**src/rtl/universal_shift_reg.sv**
```systemverilog
// Universal shift register: hold, shift left, shift right, parallel load.
// Built from WIDTH identical bit-slices. Each slice is a 4:1 mux feeding a
// flop with an asynchronous active-low clear. Serial-in bits come from the
// ends of d: d[0] enters at the LSB on a left shift, and d[WIDTH-1] enters
// at the MSB on a right shift.
module universal_shift_reg #(
  parameter int WIDTH = 8
) (
  input  logic             clk,
  input  logic             reset,
  input  logic [WIDTH-1:0] d,
  input  logic [1:0]       ctrl,
  output logic [WIDTH-1:0] q
);

  localparam logic [1:0] MODE_HOLD = 2'b00;
  localparam logic [1:0] MODE_SHL  = 2'b01;
  localparam logic [1:0] MODE_SHR  = 2'b10;
  localparam logic [1:0] MODE_LOAD = 2'b11;

  logic [WIDTH-1:0] q_reg;

  generate
    for (genvar gi = 0; gi < WIDTH; gi++) begin : g_slice
      logic left_in;     // bit that moves into this slice on a left shift
      logic right_in;    // bit that moves into this slice on a right shift
      logic slice_next;
      logic slice_reg;

      // LSB takes the left-shift serial input from d[0].
      if (gi == 0) begin : g_lsb
        assign left_in = d[0];
      end else begin : g_lsb_n
        assign left_in = q_reg[gi-1];
      end

      // MSB takes the right-shift serial input from d[WIDTH-1].
      if (gi == WIDTH-1) begin : g_msb
        assign right_in = d[WIDTH-1];
      end else begin : g_msb_n
        assign right_in = q_reg[gi+1];
      end

      // 4:1 mode mux; unknown ctrl values fall through to hold.
      always_comb begin
        slice_next = slice_reg;
        case (ctrl)
          MODE_HOLD: slice_next = slice_reg;
          MODE_SHL:  slice_next = left_in;
          MODE_SHR:  slice_next = right_in;
          MODE_LOAD: slice_next = d[gi];
          default:   slice_next = slice_reg;
        endcase
      end

      // Slice flop with asynchronous active-low clear.
      always_ff @(posedge clk or negedge reset) begin
        if (!reset) begin
          slice_reg <= 1'b0;
        end else begin
          slice_reg <= slice_next;
        end
      end

      assign q_reg[gi] = slice_reg;
    end
  endgenerate

  assign q = q_reg;

endmodule

```
**config.mk**
```make
export PLATFORM = sky130hd
export DESIGN_NAME = universal_shift_reg
export DESIGN_NICKNAME = d
export VERILOG_FILES = /design/src/rtl/universal_shift_reg.sv
export SDC_FILE = /design/constraint.sdc
export NUM_CORES = 1
export LEC_CHECK = 0
export BUFFER_PORTS_ARGS = -buffer_cell sky130_fd_sc_hd__buf_2
export CAP_MARGIN = 40
export CORE_ASPECT_RATIO = 1.25
export CORE_MARGIN = 2
export CORE_UTILIZATION = 25
export CTS_CLUSTER_SIZE = 30
export DETAILED_ROUTE_END_ITERATION = 8
export GPL_ROUTABILITY_DRIVEN = 0
export PLACE_DENSITY = 0.55
export SKIP_LAST_GASP = 1
export SLEW_MARGIN = 15
export SYNTH_ARGS = -nofsm -noshare
export SYNTH_HDL_FRONTEND = slang
export SYNTH_SLANG_ARGS = --single-unit
```
**constraint.sdc**
```tcl
create_clock -name clk -period 2.9 [get_ports clk]
set_input_delay 0.435 -clock clk [delete_from_list [all_inputs] [get_ports clk]]
set_output_delay 0.435 -clock clk [all_outputs]
set_load 0.005 [all_outputs]
```
==> run summary, run 1 <==
Reg2Reg Setup Slack = 1910 ps
Final nets = 56
Die Width = 42.2 um
Top delay family on crit path = flip-flops
syn_nets = 42
Final Setup Violations = 0
Starting Density = 0.261
Crit path largest cell delay = 400 ps
Critical path origin = g_slice[4].right_in$_DFFE_PN0P_
Tcrit/Tclk final = 0.423
cts bufs inserted = 3
grt ovf = 0
pwr dens = 613 nW/um2
maximum VDD drop = 0.162 mV
crit path time final = 1230 ps
area grow syn2layout = 12.9%
DP Area = 492 um2
pin count of the biggest net entering global routing = 10
share of cells above drive strength 1 = 0.667
Fin Setup TNS = 0 ps
worst-skew pair later-pin latency = 250 ps
antenna cell count = 0
FF+latch count, synth = 8
Rows = 17
crit path to = q[5]
final instance area = 514 um2
core area = 1740 um2
total number of vias = 283
vias in the first global route = 311
Ports = 20
Post-Syn Area = 455 um2
Critical Path, Cell by Cell = buf_2
CTS clock-pin slew for the worst setup and hold paths = 50 ps
Worst Path Buf+Inv = 1
Total GRT Usage = 0.0937
Max Cap Viol = 0
WL final = 804 um
Clock Sinks = 8
HP Class = primary input to async pin
Clock Skew = 0.320 ps
Worst Path Required = 2470 ps
r2r startpoint = g_slice[5].right_in$_DFFE_PN0P_
cell depth of the worst setup path = 1
CP endpoint kind = output pin
Slowest-stage cell, CP = dfrtp_1
WS Path Type = flop to output pin
CTS tree = done
root buffer cell = clkbuf_4
post-DR wirelength/cell = 13.2 um
die area = 2180 um2
die height = 51.7 um
DR pass1 iterations = 3
drc violations = 0
vias per inst = 4.64
P_leak = 0.242 nW
warnings from Yosys = 0
post_cts resized = 0
unrepaired setup endpoints after global routing = no
Final Hold Viols = 0
Mapped Avg Cell Area = 15.2 um2
RR Endpoint = g_slice[4].right_in$_DFFE_PN0P_
initial antenna violation count = 0
Fmax = 815 MHz
status = finished clean
Largest register FFs = 7
sequential fraction of the synthesis area = 0.440
first-pass GRT wire length = 1.39 mm
Slew Viols, Final = 0
Max-Slew Margin vs Limit = 0.853
Buffers on Ports = 19
Hold-fix buffers, CTS = 0
Reg2Reg Depth = 1
H-tree depth = 1
CP arrival = 790 ps
Initial DRC Count = 6
Slew @ Worst Pin = 221 ps
antenna-violating nets left = 0
setup bufs post-CTS = 0
Synth Instances = 30
clock buffer depth = 2
Crit Path Max Fanout = 4
CP startpoint kind = flop
post-synth cell types = 7
==> layer usage <==
layer | GRT usage | part of all wire | wire length (um) | vias to the layer above
met5 | 0 | 0 | 0 | -
met4 | 0.0938 | 0.012 | 10 | 0
met3 | 0.0382 | 0.073 | 59 | 2
met2 | 0.128 | 0.51 | 412 | 11
met1 | 0.107 | 0.40 | 322 | 144
li1 | - | - | - | 126
==> cell families (layout without fill, tap and decap cells) <==
group / Yosys count / in the layout / share of synthesized area
simple gates: 2 / 2 / 0.0165
buf+inv: 10 / 22 / 0.181
compound gates: 2 / 2 / 0.0220
mux: 8 / 8 / 0.341
flops: 8 / 8 / 0.440
==> synthesized netlist by cell type <==
library cell / number / area share
buf_4: 8 / 0.13
mux4_2: 6 / 0.30
buf_6: 2 / 0.049
mux2i_1: 2 / 0.044
nand2_1: 2 / 0.016
dfrtp_1: 8 / 0.44
o21ai_0: 2 / 0.022
==> cell usage in the layout (no fill, tap or decap) <==
master     n
mux2i_1    2
dfrtp_1    8
mux4_2     6
o21ai_0    2
buf_2     19
nand2_1    2
clkbuf_4   3
==> worst min-delay path by stage <==
stage	start	to	slack, ps
CTS	reset	g_slice[3].right_in$_DFFE_PN0P_	10
detailed placement	reset	g_slice[4].right_in$_DFFE_PN0P_	290
global route	reset	g_slice[2].right_in$_DFFE_PN0P_	20
finish	reset	g_slice[4].right_in$_DFFE_PN0P_	20
floorplan	reset	g_slice[0].right_in$_DFFE_PN0P_	140
global placement	reset	g_slice[4].right_in$_DFFE_PN0P_	290
==> power by group <==
| part | internal [mW] | switching, mW | leakage, nW | total (mW) |
|---|---|---|---|---|
| logic | 0.0510 | 0.0243 | 0.133 | 0.0753 |
| registers | 0.134 | 0.0206 | 0.0950 | 0.155 |
| clock network | 0.0474 | 0.0380 | 0.0138 | 0.0854 |
| total | 0.232 | 0.0829 | 0.242 | 0.315 |
==> layout make-up <==
| cell class | count | area (um2) |
|---|---|---|
| Timing Repair Buffer | 19 | 95.1 |
| Multi-Input combinational cell | 12 | 173 |
| Fill cell | 195 | 1230 |
| Sequential cell | 8 | 200 |
| Tap cell | 19 | 23.8 |
| Clock buffer | 3 | 22.5 |
==> through the flow <==
stage / worst slack [ps] / util / std cells / power [mW] / hold slack [ps]
global route: 1630 / 0.295 / 61 / 0.336 / 19.3
CTS: 1660 / 0.295 / 61 / 0.322 / 14.9
finish: 1670 / 0.295 / 61 / 0.315 / 16.4
detailed placement: 1570 / 0.282 / 58 / 0.234 / 290
global placement: 1590 / 0.282 / 58 / 0.232 / 287
floorplan: 1730 / - / 30 / 0.227 / 139
Power figures use the tool's default switching activity.
==> run 2: changes to the inputs <==
- PLACE_DENSITY: 0.55 -> 0.56
- clock period: 2.9 -> 1.1 ns (I/O delays scaled with it)
==> run summary, run 2 (synthesis results as in run 1) <==
status = finished clean
Initial DRC Count = 4 (-2)
pin count of the biggest net entering global routing = 9 (-1)
Slew Viols, Final = 0 (unchanged)
Rows = 17 (unchanged)
drc violations = 0 (unchanged)
Final Hold Viols = 0 (unchanged)
share of cells above drive strength 1 = 0.667 (unchanged)
Fin Setup TNS = 0 ps (unchanged)
Top delay family on crit path = multiplexers
setup bufs post-CTS = 0 (unchanged)
CP startpoint kind = flop
fill cell count = 196 (+0.51%)
P_leak = 0.256 nW (+5.7%)
Die Width = 42.2 um (unchanged)
area grow syn2layout = 18.4%
CTS clock-pin slew for the worst setup and hold paths = 50 ps (about the same)
maximum VDD drop = 0.452 mV (+180%)
root buffer cell = clkbuf_4
die height = 51.7 um (unchanged)
grt ovf = 0 (unchanged)
final instance area = 539 um2 (+4.9%)
Crit Path Max Fanout = 4 (unchanged)
Largest register FFs = 7 (unchanged)
crit path time final = 995 ps
pwr dens = 1530 nW/um2 (+150%)
DR pass1 iterations = 2 (-1)
Worst Path Required = 1220 ps (-1250 ps)
Clock Skew = 4.84 ps (+4.52 ps)
commonest non-fill, non-tap cell in the layout = buf_2
Buffers on Ports = 19 (unchanged)
Layout Cells excl Fill = 64 (+4.9%)
clock buffer depth = 2 (unchanged)
WL final = 776 um (-3.5%)
Max Cap Viol = 0 (unchanged)
CTS tree = done
commonest non-fill, non-tap cells in the layout = 19 x buf_2, 8 x dfrtp_1, 6 x mux4_2, 3 x clkbuf_4
WS Path Type = flop to flop
post-DR wirelength/cell = 12.1 um (-8.0%)
first-pass GRT wire length = 1.19 mm (-14%)
vias per inst = 4.59 (-0.98%)
Starting Density = 0.261 (unchanged)
post-DP HPWL = 649 um
Worst Path Buf+Inv = 0 (-1)
antenna-violating nets left = 0 (unchanged)
DP Area = 507 um2 (+3.1%)
Crit path largest cell delay = 460 ps (+60 ps)
Slowest-stage cell, CP = mux4_2
vias in the first global route = 281 (-9.6%)
initial antenna violation count = 0 (unchanged)
Slew @ Worst Pin = 179 ps (-42.3 ps)
Fmax = 1000 MHz
die area = 2180 um2 (unchanged)
H-tree depth = 1 (unchanged)
HP Class = primary input to flop
CP endpoint kind = flop
Max-Slew Margin vs Limit = 0.881 (+0.0282)
total number of vias = 294 (+3.9%)
Clock Sinks = 8 (unchanged)
cts bufs inserted = 3 (unchanged)
Tcrit/Tclk final = 0.905
Critical Path, Cell by Cell = mux4_2
core area = 1740 um2 (unchanged)
Power, Total = 825 uW (+160%)
Final Setup Violations = 0 (unchanged)
Total GRT Usage = 0.0806 (-0.0132)
Ports = 20 (unchanged)
antenna cell count = 0 (unchanged)
placed cell count = 60 (+3.4%)
unrepaired setup endpoints after global routing = no
Final nets = 59 (+5.4%)
worst-skew pair later-pin latency = 240 ps (about the same)
CP arrival = 1110 ps (+320 ps)
worst hold slack = 128 ps (+112 ps)
## run 2: area by class of cell
cell class / count / area [um2] / share of cell area
Timing Repair Buffer: 22 / 120 / 0.223
Clock buffer: 3 / 22.5 / 0.0418
Multi-Input combinational cell: 12 / 173 / 0.320
Sequential cell: 8 / 200 / 0.371
Tap cell: 19 / 23.8 / 0.0441
## run 2: where the power goes
group	leakage [nW]	internal (mW)	switching [mW]
sequential	0.0950	0.354	0.0543
combinational	0.147	0.141	0.0640
clock	0.0138	0.124	0.0875
total	0.256	0.619	0.206
## run 2: final timing paths
kind / to / from / cells past startpoint / slack [ps]
setup / recovery: g_slice[2].right_in$_DFFE_PN0P_ / g_slice[1].right_in$_DFFE_PN0P_ / 1 / 100
hold / removal: g_slice[0].slice_reg$_DFFE_PN0P_ / d[0] / 3 / 130
setup reg to reg: g_slice[2].right_in$_DFFE_PN0P_ / g_slice[1].right_in$_DFFE_PN0P_ / 1 / 100
hold reg to reg: g_slice[0].slice_reg$_DFFE_PN0P_ / g_slice[0].slice_reg$_DFFE_PN0P_ / 2 / 600
max in group asynchronous: g_slice[6].right_in$_DFFE_PN0P_ / reset / 2 / 650
min in group asynchronous: g_slice[2].right_in$_DFFE_PN0P_ / reset / 2 / 290
## run 2: what timing repair did
action                    4_1_cts  5_1_grt
hold buffers                    1        0
resized for setup               0        0
hold endpoints to repair        8        0
## run 2: stage by stage
stage                     worst slack (ps)   util
after floorplan                        150      -
after global placement                 111  0.291
after detailed placement               106  0.291
after CTS                              100  0.309
after global routing                  76.3  0.309
final                                  105  0.309
## run 2: metal layers
metal,vias to the layer above,wire (um),track usage
li1,137,-,-
met4,0,14,0.0625
met5,-,0,0
met1,144,313,0.0938
met2,11,393,0.115
met3,2,54,0.0347
==> run 3: changes to the inputs <==
- CTS_BUF_LIST: not set -> sky130_fd_sc_hd__clkbuf_16
==> run summary, run 3 (synthesis results as in run 1) <==
status = finished clean
Max-Slew Margin vs Limit = 0.880 (-0.00131)
CTS tree = done
core area = 1740 um2 (unchanged)
Fmax = 1000 MHz (-0.16%)
Final Setup Violations = 0 (unchanged)
Largest register FFs = 7 (unchanged)
worst-skew pair later-pin latency = 230 ps (about the same)
Worst Path Required = 1190 ps (-30 ps)
root buffer cell = clkbuf_16
WS Path Type = flop to flop
H-tree depth = 1 (unchanged)
share of cells above drive strength 1 = 0.667 (unchanged)
die area = 2180 um2 (unchanged)
initial antenna violation count = 0 (unchanged)
DR pass1 iterations = 2 (unchanged)
Layout Cells excl Fill = 64 (unchanged)
Ports = 20 (unchanged)
antenna cell count = 0 (unchanged)
hold depth = 3 (unchanged)
Slowest-stage cell, CP = mux4_2
total number of vias = 291 (-1.0%)
pwr dens = 2060 nW/um2 (+34%)
P_leak = 0.279 nW (+9.1%)
WL final = 831 um (+7.1%)
Clock Skew = 2.91 ps (-1.92 ps)
first-pass GRT wire length = 1.22 mm (+2.3%)
Rows = 17 (unchanged)
die height = 51.7 um (unchanged)
Clock Sinks = 8 (unchanged)
Worst Path Buf+Inv = 0 (unchanged)
Total GRT Usage = 0.0790 (-0.00154)
Buffers on Ports = 19 (unchanged)
CP arrival = 1090 ps (-20 ps)
Die Width = 42.2 um (unchanged)
area grow syn2layout = 29.9%
placed cell count = 60 (unchanged)
Reg2Reg Depth = 1 (unchanged)
pin count of the biggest net entering global routing = 9 (unchanged)
CTS clock-pin slew for the worst setup and hold paths = 40 ps (about the same)
post-DP HPWL = 649 um (unchanged)
vias per inst = 4.55 (-1.0%)
grt ovf = 0 (unchanged)
clock buffer depth = 2 (unchanged)
Crit Path Max Fanout = 4 (unchanged)
maximum VDD drop = 0.660 mV (+46%)
Initial DRC Count = 2 (-2)
Top delay family on crit path = multiplexers
Reg2Reg Setup Slack = 100 ps (about the same)
Final Hold Viols = 0 (unchanged)
commonest non-fill, non-tap cells in the layout = 19 x buf_2, 8 x dfrtp_1, 6 x mux4_2, 3 x clkbuf_16
post-DR wirelength/cell = 13.0 um (+7.1%)
cell depth of the worst setup path = 1 (unchanged)
vias in the first global route = 281 (unchanged)
setup bufs post-CTS = 0 (unchanged)
Max Cap Viol = 0 (unchanged)
cts bufs inserted = 3 (unchanged)
Final nets = 59 (unchanged)
CP startpoint kind = flop
Slew Viols, Final = 0 (unchanged)
commonest non-fill, non-tap cell in the layout = buf_2
HP Class = primary input to flop
fill cell count = 185 (-5.6%)
Starting Density = 0.261 (unchanged)
Tcrit/Tclk final = 0.906 (+0.00144)
unrepaired setup endpoints after global routing = no
Crit path largest cell delay = 460 ps (about the same)
drc violations = 0 (unchanged)
Fin Setup TNS = 0 ps (unchanged)
crit path time final = 997 ps (+1.58 ps)
Slew @ Worst Pin = 181 ps (+1.97 ps)
Critical Path, Cell by Cell = mux4_2
CP endpoint kind = flop
antenna-violating nets left = 0 (unchanged)
==> run 3: cell types whose count changed in the layout (fill, tap and decap cells not counted) <==
cell / delta
clkbuf_16: +3
clkbuf_4: -3
==> run 3: where the power goes <==
part	switching, mW	leakage [nW]	internal, mW
logic	0.0655	0.147	0.141
registers	0.0578	0.0950	0.355
clock network	0.130	0.0370	0.468
total	0.254	0.279	0.964
==> run 3: through the flow <==
step / cell area (um2) / hold WS (ps) / util / power, mW / setup slack [ps]
final: 592 / 145 / 0.339 / 1.22 / 103
after CTS: 592 / 148 / 0.339 / 1.22 / 97.6
after global routing: 592 / 152 / 0.339 / 1.26 / 79.5
after floorplan: 455 / -131 / - / 0.599 / 150
after global placement: 507 / 16.4 / 0.291 / 0.620 / 111
after detailed placement: 507 / 16.1 / 0.291 / 0.621 / 106
==> run 3: final cells by class <==
type / count / area, um2 / area share
Clock buffer: 3 / 75.1 / 0.127
Sequential cell: 8 / 200 / 0.338
Multi-Input combinational cell: 12 / 173 / 0.292
Tap cell: 19 / 23.8 / 0.0402
Timing Repair Buffer: 22 / 120 / 0.203
==> run 3: timing repair <==
| item | CTS | global route |
|---|---|---|
| endpoints found under the setup margin | 0 | 0 |
| hold buffers | 1 | 0 |
| endpoints found under the hold margin | 8 | 0 |
| resized for setup | 0 | 0 |
==> run 3: routing by layer <==
layer / global-route usage / part of all wire / vias to the layer above / routed length [um]
li1: - / - / 136 / -
met1: 0.0958 / 0.42 / 146 / 348
met2: 0.123 / 0.53 / 9 / 438
met3: 0.0243 / 0.052 / 0 / 43
met4: 0.0469 / 0 / 0 / 0
met5: 0 / 0 / - / 0
==> run 3: final timing paths <==
kind	end	from
min in group asynchronous	g_slice[2].right_in$_DFFE_PN0P_	reset
min reg2reg	g_slice[6].right_in$_DFFE_PN0P_	g_slice[6].right_in$_DFFE_PN0P_
max reg2reg	g_slice[3].right_in$_DFFE_PN0P_	g_slice[3].right_in$_DFFE_PN0P_
min	g_slice[0].slice_reg$_DFFE_PN0P_	d[0]
max	g_slice[3].right_in$_DFFE_PN0P_	g_slice[3].right_in$_DFFE_PN0P_
max in group asynchronous	g_slice[6].right_in$_DFFE_PN0P_	reset
